<file path="config.mk">
export PLATFORM = sky130hd
export DESIGN_NAME = div_sequencer
export DESIGN_NICKNAME = d
export VERILOG_FILES = /design/src/rtl/div_sequencer_pkg.sv /design/src/rtl/div_sequencer.sv
export SDC_FILE = /design/constraint.sdc
export NUM_CORES = 1
export LEC_CHECK = 0
export CORE_ASPECT_RATIO = 1.25
export CORE_MARGIN = 2
export CORE_UTILIZATION = 45
export CTS_BUF_LIST = sky130_fd_sc_hd__clkbuf_2
export CTS_CLUSTER_DIAMETER = 50
export DETAILED_ROUTE_END_ITERATION = 8
export HOLD_SLACK_MARGIN = 0.03
export PLACE_DENSITY_LB_ADDON = 0.12
export SYNTH_ARGS = -nofsm -noshare
export SYNTH_HDL_FRONTEND = slang
export SYNTH_SLANG_ARGS = --single-unit
</file>
<file path="constraint.sdc">
create_clock -name clk -period 2.6 [get_ports clk]
set_input_delay 0.39 -clock clk [delete_from_list [all_inputs] [get_ports clk]]
set_output_delay 0.39 -clock clk [all_outputs]
set_load 0.01 [all_outputs]
</file>
<file path="src/rtl/div_sequencer_pkg.sv">
// rtl/div_sequencer_pkg.sv - shared state encoding and constants for the division sequencer
package div_sequencer_pkg;

  typedef enum logic [1:0] {
    ST_IDLE = 2'd0,
    ST_RUN  = 2'd1,
    ST_DONE = 2'd2
  } div_state_e;

  localparam int          DIV_STEPS         = 32;
  localparam logic [31:0] DIV_ZERO_QUOTIENT = 32'hFFFF_FFFF;

endpackage

</file>
<file path="src/rtl/div_sequencer.sv">
// rtl/div_sequencer.sv - restoring DIV/DIVU sequencer driving an external shared subtractor
// Optional DIV_SEQUENCER_SIGNED_EN adds signed_op for signed division.
module div_sequencer
  import div_sequencer_pkg::*;
#(
  parameter int WIDTH = 32,
  parameter int STEPS = DIV_STEPS
) (
  input  logic             clk,
  input  logic             rst_n,
  input  logic             start,
  input  logic [WIDTH-1:0] dividend,
  input  logic [WIDTH-1:0] divisor,
`ifdef DIV_SEQUENCER_SIGNED_EN
  input  logic             signed_op,
`endif
  output logic [WIDTH-1:0] sub_a,
  output logic [WIDTH-1:0] sub_b,
  input  logic [WIDTH-1:0] sub_diff,
  input  logic             sub_carry,
  output logic             busy,
  output logic             done,
  output logic [WIDTH-1:0] quotient,
  output logic [WIDTH-1:0] remainder,
  output logic             div_zero
);

  localparam int            CW        = $clog2(STEPS);
  localparam logic [CW-1:0] LAST_STEP = CW'(STEPS - 1);

  div_state_e       state_q, state_d;
  logic [WIDTH-1:0] r_q, r_d, q_q, q_d, d_q, d_d;
  logic [WIDTH-1:0] quot_q, quot_d, rem_q, rem_d;
  logic [WIDTH-1:0] sub_a_q, sub_a_d, sub_b_q, sub_b_d;
  logic [CW-1:0]    count_q, count_d;
  logic             dz_q, dz_d, neg_q_q, neg_q_d, neg_r_q, neg_r_d;
  logic [WIDTH-1:0] a_mag, b_mag, p, r_step, q_step;
  logic             take, neg_q_acc, neg_r_acc;

`ifdef DIV_SEQUENCER_SIGNED_EN
  assign neg_r_acc = signed_op & dividend[WIDTH-1];
  assign neg_q_acc = signed_op & (dividend[WIDTH-1] ^ divisor[WIDTH-1]);
  assign a_mag     = neg_r_acc ? -dividend : dividend;
  assign b_mag     = (signed_op & divisor[WIDTH-1]) ? -divisor : divisor;
`else
  assign neg_r_acc = 1'b0;
  assign neg_q_acc = 1'b0;
  assign a_mag     = dividend;
  assign b_mag     = divisor;
`endif

  // R[31] set means the shifted partial value is 33 bits wide and always exceeds D.
  assign p      = {r_q[WIDTH-2:0], q_q[WIDTH-1]};
  assign take   = sub_carry | r_q[WIDTH-1];
  assign r_step = take ? sub_diff : p;
  assign q_step = {q_q[WIDTH-2:0], take};

  assign sub_a     = (state_q == ST_RUN) ? p   : sub_a_q;
  assign sub_b     = (state_q == ST_RUN) ? d_q : sub_b_q;
  assign busy      = (state_q == ST_RUN);
  assign done      = (state_q == ST_DONE);
  assign quotient  = quot_q;
  assign remainder = rem_q;
  assign div_zero  = dz_q;

  always_comb begin
    state_d = state_q;
    r_d     = r_q;
    q_d     = q_q;
    d_d     = d_q;
    count_d = count_q;
    quot_d  = quot_q;
    rem_d   = rem_q;
    dz_d    = dz_q;
    neg_q_d = neg_q_q;
    neg_r_d = neg_r_q;
    sub_a_d = sub_a_q;
    sub_b_d = sub_b_q;
    case (state_q)
      ST_IDLE: begin
        if (start) begin
          q_d     = a_mag;
          d_d     = b_mag;
          r_d     = '0;
          count_d = '0;
          dz_d    = 1'b0;
          neg_q_d = neg_q_acc;
          neg_r_d = neg_r_acc;
          if (divisor == '0) begin
            // Results are final at acceptance; remainder is the raw dividend.
            state_d = ST_DONE;
            quot_d  = DIV_ZERO_QUOTIENT;
            rem_d   = dividend;
            dz_d    = 1'b1;
          end else begin
            state_d = ST_RUN;
          end
        end
      end
      ST_RUN: begin
        r_d     = r_step;
        q_d     = q_step;
        count_d = count_q + CW'(1);
        sub_a_d = p;
        sub_b_d = d_q;
        if (count_q == LAST_STEP) begin
          state_d = ST_DONE;
          quot_d  = neg_q_q ? -q_step : q_step;
          rem_d   = neg_r_q ? -r_step : r_step;
        end
      end
      ST_DONE: state_d = ST_IDLE;
      default: state_d = ST_IDLE;
    endcase
  end

  always_ff @(posedge clk or negedge rst_n) begin
    if (!rst_n) begin
      state_q <= ST_IDLE;
      r_q     <= '0;
      q_q     <= '0;
      d_q     <= '0;
      count_q <= '0;
      quot_q  <= '0;
      rem_q   <= '0;
      dz_q    <= 1'b0;
      neg_q_q <= 1'b0;
      neg_r_q <= 1'b0;
      sub_a_q <= '0;
      sub_b_q <= '0;
    end else begin
      state_q <= state_d;
      r_q     <= r_d;
      q_q     <= q_d;
      d_q     <= d_d;
      count_q <= count_d;
      quot_q  <= quot_d;
      rem_q   <= rem_d;
      dz_q    <= dz_d;
      neg_q_q <= neg_q_d;
      neg_r_q <= neg_r_d;
      sub_a_q <= sub_a_d;
      sub_b_q <= sub_b_d;
    end
  end

endmodule

</file>
[Word-level counts from Yosys, hierarchy flattened]
Cells that the tools add are included.
W data, S select, Z words.
Storage, ports and cells
  flip-flop bits (word level): 232
  logic and storage cells: 47
Operators by class
  $add $sub $neg: 1
  eq/ne operators: 6
  mux-type cells: 22
  bitwise operators: 1
  reductions and logical operators: 7
Operators with widths (count)
  $mux W32: 11
  $pmux W32 S2: 4
  $logic_not A32 Y1: 1
  $pmux W5 S2: 1
  $mux W2: 3
  $reduce_and A2 Y1: 3
  $add A5 B1 Y5 const B: 1
  $eq A5 B5 Y1 const B: 1
  $mux W5: 1
  $ne A2 B2 Y1 const B: 2
  $pmux W2 S2: 1
  $reduce_and A4 Y1: 1
  $eq A2 B1 Y1 const B: 1
  $eq A2 B2 Y1 const B: 1
  $logic_not A2 Y1: 1
  $ne A2 B1 Y1 const B: 1
  $reduce_bool A2 Y1: 1
  $mux W1: 1
  $or A1 B1 Y1: 1

[Longest topological paths before layout]
Gate-level depths: netlist of the first run.
  depth after elaboration: 4
  mapped depth: 8
  depth with buffers taken out: 7

[Worst setup path after synthesis of the first run]
No wires, ideal clock.
  kind: register to output
  start point: register state_q[0]
  end point: output sub_a[10]
  data arrival time: 1.501 ns
  required time: 2.210 ns
  setup slack: 0.709 ns
  stages on the path, launching flop included: 8
  buffers on the path: 4
  cell sequence: dfrtp_1 > buf_2 > nand2b_1 > buf_2 > clkbuf_1 > buf_1 > nand2_1 > nand2_1
Between the ends
  longest elaborated chain between the ends: 2
RTL lines
  start, declared: RTL line div_sequencer.sv:31  | div_state_e state_q, state_d;
  start signal, assigned: RTL line div_sequencer.sv:132  | state_q <= state_d;
  $eq A2 B1 Y1: RTL line div_sequencer.sv:58  | assign sub_a = (state_q == ST_RUN) ? p : sub_a_q;
  $mux W32
  end, declared: RTL line div_sequencer.sv:17  | output logic [WIDTH-1:0] sub_a,
Every way passes these cells.

[Worst setup path after layout of the first run]
  start point: register state_q[0]
  end point: output sub_b[2]
Between the ends
  longest elaborated chain between the ends: 2
RTL lines
  $eq A2 B1 Y1: RTL line div_sequencer.sv:59  | assign sub_b = (state_q == ST_RUN) ? d_q : sub_b_q;
  $mux W32
  end, declared: RTL line div_sequencer.sv:18  | output logic [WIDTH-1:0] sub_b,
Every way passes these cells.

==> results of run 1 <==
-- layout make-up --
type / instances / area (um^2) / area share
Inverter: 34 / 135 / 0.00946
Clock buffer: 85 / 425 / 0.0298
Antenna cell: 2 / 5.00 / 0.000350
Tap cell: 288 / 360 / 0.0252
Multi-Input combinational cell: 843 / 4400 / 0.308
Timing Repair Buffer: 307 / 3100 / 0.217
Sequential cell: 232 / 5810 / 0.407
Clock inverter: 15 / 56.3 / 0.00394
-- layout by cell type (no fill, tap or decap), drive strengths merged, types with 2 or more instances in the layout --
master / instances
clkbuf: 87
a31o: 31
o211ai: 32
nor2b: 33
nor2: 37
ha: 2
nand3: 2
nand2: 393
clkdlybuf4s50: 162
clkinv: 14
inv: 35
nand4: 3
buf: 127
and2: 31
a31oi: 32
nor4: 8
a21oi: 65
o22ai: 32
diode: 2
dlygate4sd3: 13
or3b: 32
o21ai: 98
dfrtp: 232
xor2: 2
-- report_power, final --
| group | switching (mW) | leakage (nW) | internal (mW) | total, mW |
|---|---|---|---|---|
| logic | 5.20 | 3.56 | 4.70 | 9.90 |
| registers | 1.06 | 2.79 | 5.28 | 6.33 |
| clock network | 1.47 | 0.379 | 0.862 | 2.33 |
| total | 7.73 | 6.73 | 10.8 | 18.6 |
-- state kept, by name, summed over array words and instances, names as in the netlist --
| signal | count |
|---|---|
| div_zero | 1 |
| quotient | 32 |
| d_q | 32 |
| sub_b_q | 32 |
| r_q | 32 |
| count_q | 5 |
| sub_a_q | 32 |
| q_q | 32 |
| state_q | 2 |
| remainder | 32 |
-- tightest hold or removal path: stages --
cell and delay, ps:
clkdlybuf4s50_1 410, nand2_1 80, nand2_1 50
-- timing repair --
action | in CTS | in global routing
resized for setup | 312 | 51
cloned | 8 | 2
hold buffers | 13 | 0
pin swaps | 2 | 14
hold endpoints to repair | 177 | 0
endpoints found under the setup margin | 66 | 63
setup buffers | 15 | 9
-- final timing paths --
path	to	startpoint
setup / recovery	sub_b[2]	state_q[0]$_DFFE_PN0P_
hold / removal	d_q[21]$_DFFE_PN0P_	divisor[21]
setup reg to reg	remainder[5]$_DFFE_PN0P_	count_q[0]$_DFFE_PN0P_
hold reg to reg	sub_b_q[22]$_DFF_PN0_	sub_b_q[22]$_DFF_PN0_
max in group asynchronous	q_q[27]$_DFFE_PN0P_	rst_n
min in group asynchronous	sub_a_q[10]$_DFF_PN0_	rst_n
-- metal layers --
layer / part of all wire / vias up / GRT usage
met1: 0.40 / 4695 / 0.332
met2: 0.50 / 319 / 0.457
met5: 0 / - / 0
met3: 0.063 / 68 / 0.0592
li1: - / 4601 / -
met4: 0.034 / 0 / 0.105
-- through the flow --
step | TNS, ps | cell area (um^2) | total power [mW] | setup slack (ps) | cells
floorplan | 0 | 10600 | 11.0 | 709 | 1203
global placement | 0 | 13200 | 15.0 | 79.0 | 1658
detailed placement | 0 | 13200 | 15.2 | 42.3 | 1658
CTS | -1420 | 14000 | 18.2 | -138 | 1794
global route | -3660 | 14300 | 20.0 | -130 | 1806
finish | -8.76 | 14300 | 18.6 | -8.76 | 1806
-- logic make-up (layout without fill, tap and decap cells) --
| family | Yosys count | count (layout) | synth area share |
|---|---|---|---|
| AOI/OAI and AO/OA | 295 | 295 | 0.168 |
| xor gates and xnor gates | 2 | 2 | 0.00166 |
| adders and majority gates | 2 | 2 | 0.00237 |
| buffers and inverters | 128 | 441 | 0.0511 |
| DFF | 232 | 232 | 0.549 |
| other | 0 | 2 | 0 |
| and+or+nand+nor | 544 | 544 | 0.228 |
==> summary.md, run 1 <==
| Metric | Value |
|---|---|
| Die X-Extent | `141 um` |
| Slowest-stage cell, CP | `dfrtp_2` |
| Main synth FF type | `dfrtp_1` |
| CP required | `2210 ps` |
| Area Growth Syn to Fin | `35.1%` |
| Filler instances | `2046` |
| Final setup violation count | `1` |
| Worst VDD drop | `0.856 mV` |
| RSZ-0062 raised after global routing | `yes` |
| Failing checks | `setup timing` |
| WL per Instance | `18.4 um` |
| Cell taking the most area after synthesis | `dfrtp_1` |
| Max-capacitance violation count | `0` |
| DR vias/cell | `5.36` |
| Vias in the first global route | `9704` |
| Async S/R FF share, synth | `1.00` |
| Critical path class | `reg2out` |
| Fmax | `0.383 GHz` |
| Final #Nets | `1577` |
| Largest net degree at the start of global routing | `84` |
| DR iter-0 viols | `686` |
| Initial antenna violation count | `2` |
| P per Cell Area | `1300 nW/um^2` |
| Global route overflow | `0` |
| Hold Path Class | `in2reg` |
| TritonCTS clock tree | `yes` |
| DRC viols | `0` |
| Max Clock Skew | `60.8 ps` |
| Critical path launch point type | `flop` |
| Final Hold Viols | `0` |
| Final WL | `33300 um` |
| Setup crit end kind | `primary output` |
| Die height | `175 um` |
| Synth Instances | `1203` |
| Worst-path clk slew | `100 ps` |
| Final ANT Viol Nets | `0` |
| Core Footprint | `23000 um^2` |
| Cell row count | `62` |
| Clk sinks | `232` |
| Worst hold margin | `108 ps` |
| Number of port buffers | `230` |
| Htree depth | `2` |
| Worst setup margin | `-8.76 ps` |
| Leakage | `6.73 nW` |
| Critical path fanouts, max | `6` |
| Arr. time, crit path | `2220 ps` |
| Root Driver | `clkbuf_2` |
| Global-route wire length before repair | `52200 um` |
| I/O pin count | `231` |
| Via count | `9683` |
| Syn_area_per_cell | `8.79 um^2` |
| Worst-path cell chain | `nand2b_4, inv_8, buf_6, buf_6, buf_16, buf_6, nand2_2, nand2_2, buf_6` |
| Slew headroom | `0.342` |
| Status | `finished, violations left` |
| Commonest cells in the synthesized netlist | `392 x nand2_1, 232 x dfrtp_1, 98 x o21ai_0` |
| Die ar. | `24700 um^2` |
| Seq/Total Area, Yosys | `0.549` |
| First-pass detailed-route iteration total | `4` |
| Slew @ Worst Pin | `987 ps` |
| Synthesized cell area | `10600 um^2` |
| Delay-heaviest family, CP | `buffers and inverters` |
| R2R depth | `7` |
| CP dominant cell by count | `buf_6` |
| Net count after synthesis | `1305` |
| CP max stage delay | `460 ps` |
| EDFF count, synth | `0` |
| Final Cycle Share | `1.00` |
| DP HPWL | `20700 um` |
| R2r setup slk | `510 ps` |
| Cts bufs inserted | `57` |
| Top-count cell post-synth | `nand2_1` |
| Stages on the worst setup path | `9` |
| Starting Density | `0.459` |
| Share of the synthesized area in the top cell type | `0.549` |
| Buffers & Inverters on Critical Path | `6` |
| Slew Limit Fails | `0` |
| Area contributors post-synth | `dfrtp_1 55%, nand2_1 14%, o21ai_0 4.6%` |
| Post-synthesis cell type count | `35` |
| Clock Latency Late Sink | `870 ps` |
| Final Util | `0.620` |
| #FFs+latches synth | `232` |
| Hold Crit Depth | `3` |
| Tmin final | `2610 ps` |
| All-Layer GR Usage | `0.268` |
| Synth warn | `0` |
| Max clock buf depth | `3` |
| Share of layout cells above drive strength 1 | `0.214` |
| Gpl congestion | `0.853` |
Note: power is estimated with default switching activity, not from simulation.
==> run 2, diff against run 1 <==
SLEW_MARGIN = 20   (was default)
==> results of run 2 <==
The final DEF is identical to that of run 1; final timing and power are the same.
==> run 3, diff against run 2 <==
clock period = 2.7 ns   (was 2.6 ns; I/O delays follow)
==> summary.md, run 3 (same netlist as run 1, synthesis figures left out) <==
| Metric | Value |
|---|---|
| Status | `completed` |
| Slew Limit Fails | `0 (unchanged)` |
| Final setup violation count | `0 (-1)` |
| Htree depth | `2 (unchanged)` |
| Fmax | `0.383 GHz` |
| Design Power | `17.1 mW (-7.7%)` |
| Area Growth Syn to Fin | `31.0%` |
| I/O pin count | `231 (unchanged)` |
| DRC viols | `0 (unchanged)` |
| Pre-CTS setup slack | `140 ps (+97.9 ps)` |
| Worst hold margin | `101 ps (-6.24 ps)` |
| WL per Instance | `18.4 um (-0.45%)` |
| Clk sinks | `232 (unchanged)` |
| Final #Nets | `1547 (-1.9%)` |
| Tmin final | `2610 ps` |
| Combinational power share | `0.518 (-0.015)` |
| Critical path fanouts, max | `8 (+2)` |
| Area of the multi-input gates | `4280 um^2 (-2.7%)` |
| Filler instances | `2099 (+2.6%)` |
| Most common cell after layout, fill and taps aside | `nand2_1` |
| Worst VDD drop | `0.685 mV (-20%)` |
| NetSw | `7.16 mW (-7.4%)` |
| Register area | `5810 um^2 (about the same)` |
| Final ANT Viol Nets | `0 (unchanged)` |
| Setup crit end kind | `primary output` |
| Max clock buf depth | `3 (unchanged)` |
| Worst-path clk slew | `110 ps (about the same)` |
| Die X-Extent | `141 um (unchanged)` |
| Reg power frac | `0.354 (+0.013)` |
| Switching portion of total power | `0.418 (+0.00128)` |
| All-Layer GR Usage | `0.257 (-0.0113)` |
| DP HPWL | `20100 um (-3.0%)` |
| Via count | `9564 (-1.2%)` |
| Setup TNS | `0 ps (+8.76 ps)` |
| Final Cycle Share | `0.967` |
| RSZ-0062 raised after global routing | `yes` |
| Root Driver | `clkbuf_2` |
| Initial antenna violation count | `3 (+1)` |
| Worst setup margin | `90.4 ps (+99.1 ps)` |
| DR vias/cell | `5.40 (+0.78%)` |
| DR iter-0 viols | `673 (-1.9%)` |
| Final Hold Viols | `0 (unchanged)` |
| Slew headroom | `0.313 (-0.0293)` |
| Critical path launch point type | `flop` |
| Max-capacitance violation count | `0 (unchanged)` |
| Arr. time, crit path | `2200 ps (-20 ps)` |
| Die height | `175 um (unchanged)` |
| Slew @ Worst Pin | `1030 ps (+41.6 ps)` |
| Final WL | `32500 um (-2.4%)` |
| Share of layout cells above drive strength 1 | `0.176 (-0.0379)` |
| Hold Path Class | `in2reg` |
| Clock Latency Late Sink | `860 ps (about the same)` |
| Die ar. | `24700 um^2 (unchanged)` |
| Clock share of power | `0.128 (+0.002)` |
| Vias in the first global route | `9393 (-3.2%)` |
| Most frequent cells in the layout | `384 x nand2_1, 231 x dfrtp_1, 162 x clkdlybuf4s50_1, 105 x clkbuf_2, 98 x o21ai_0` |
| Critical path class | `reg2out` |
| P per Cell Area | `1240 nW/um^2 (-4.8%)` |
| Max Clock Skew | `48.2 ps (-12.6 ps)` |
| First-pass detailed-route iteration total | `5 (+1)` |
| Starting Density | `0.459 (unchanged)` |
| Leakage | `6.63 nW (-1.5%)` |
| Global-route wire length before repair | `50400 um (-3.6%)` |
| Largest net degree at the start of global routing | `75 (-11%)` |
| Core Footprint | `23000 um^2 (unchanged)` |
| Cell row count | `62 (unchanged)` |
| Cts bufs inserted | `58 (+1.8%)` |
| CP required | `2300 ps (+90 ps)` |
| Gpl congestion | `0.833 (-2.4%)` |
| TritonCTS clock tree | `yes` |
| Number of port buffers | `230 (unchanged)` |
| Internal power | `9.98 mW (-7.9%)` |
| Global route overflow | `0 (unchanged)` |
| R2r setup slk | `340 ps (-170 ps)` |
run 3: cell types whose count changed in the layout (fill, tap and decap cells not counted), sizes merged:
cell | before | now
buf | 127 | 65
clkbuf | 87 | 109
clkdlybuf4s15 | 0 | 7
clkinv | 14 | 10
diode | 2 | 3
dlygate4sd2 | 1 | 2
dlygate4sd3 | 13 | 2
dlymetal6s2s | 1 | 11
run 3: through the flow:
| step | instance area [um^2] | std cells | utilization |
|---|---|---|---|
| 2_1_floorplan | 10600 | 1203 | - |
| 3_3_place_gp | 13100 | 1651 | 0.569 |
| 3_5_place_dp | 13100 | 1651 | 0.569 |
| 4_1_cts | 13800 | 1756 | 0.599 |
| 5_1_grt | 13900 | 1769 | 0.601 |
| 6_report | 13900 | 1770 | 0.601 |
run 3: metal layers:
metal | GRT usage | part of all wire | vias to the layer above
met5 | 0 | 0 | -
met4 | 0.105 | 0.036 | 0
met3 | 0.0665 | 0.071 | 70
met2 | 0.433 | 0.50 | 325
met1 | 0.314 | 0.40 | 4625
li1 | - | - | 4544
run 3: area by class of cell:
type                            instances  area share
Clock buffer                           83      0.0300
Tap cell                              288      0.0260
Timing Repair Buffer                  276       0.203
Antenna cell                            3    0.000542
Clock inverter                         11     0.00316
Multi-Input combinational cell        843       0.309
Inverter                               34     0.00975
Sequential cell                       232       0.419
run 3: worst max-delay path, stage by stage, from the launching register on:
cell	delay [ps]
dfrtp_2	460
nand2b_4	150
inv_8	60
buf_4	130
buf_6	120
clkbuf_16	160
dlygate4sd2_1	280
run 3: final timing paths:
kind | to | depth (start not counted) | start
min in group asynchronous | sub_a_q[10]$_DFF_PN0_ | 2 | rst_n
max in group asynchronous | d_q[6]$_DFFE_PN0P_ | 3 | rst_n
setup reg to reg | remainder[31]$_DFFE_PN0P_ | 6 | count_q[0]$_DFFE_PN0P_
hold / removal | d_q[29]$_DFFE_PN0P_ | 3 | divisor[29]
setup / recovery | busy | 6 | state_q[0]$_DFFE_PN0P_
hold reg to reg | sub_b_q[0]$_DFF_PN0_ | 2 | sub_b_q[0]$_DFF_PN0_
run 3: what timing repair did:
item / in CTS / in global routing
resized for setup: 123 / 108
setup buffers: 5 / 6
endpoints found under the setup margin: 66 / 49
pin swaps: 0 / 1
hold endpoints to repair: 122 / 0
hold buffers: 2 / 0
gates cloned: 5 / 5
run 3: power by group through the flow:
stage               registers (mW)  clock network (mW)  logic [mW]
finish                        6.07                2.20        8.88
global route                  6.27                2.44        9.77
CTS                           6.04                2.28        8.73
detailed placement            6.12                   0        8.46
global placement              6.06                   0        8.32
floorplan                     6.05                   0        4.59
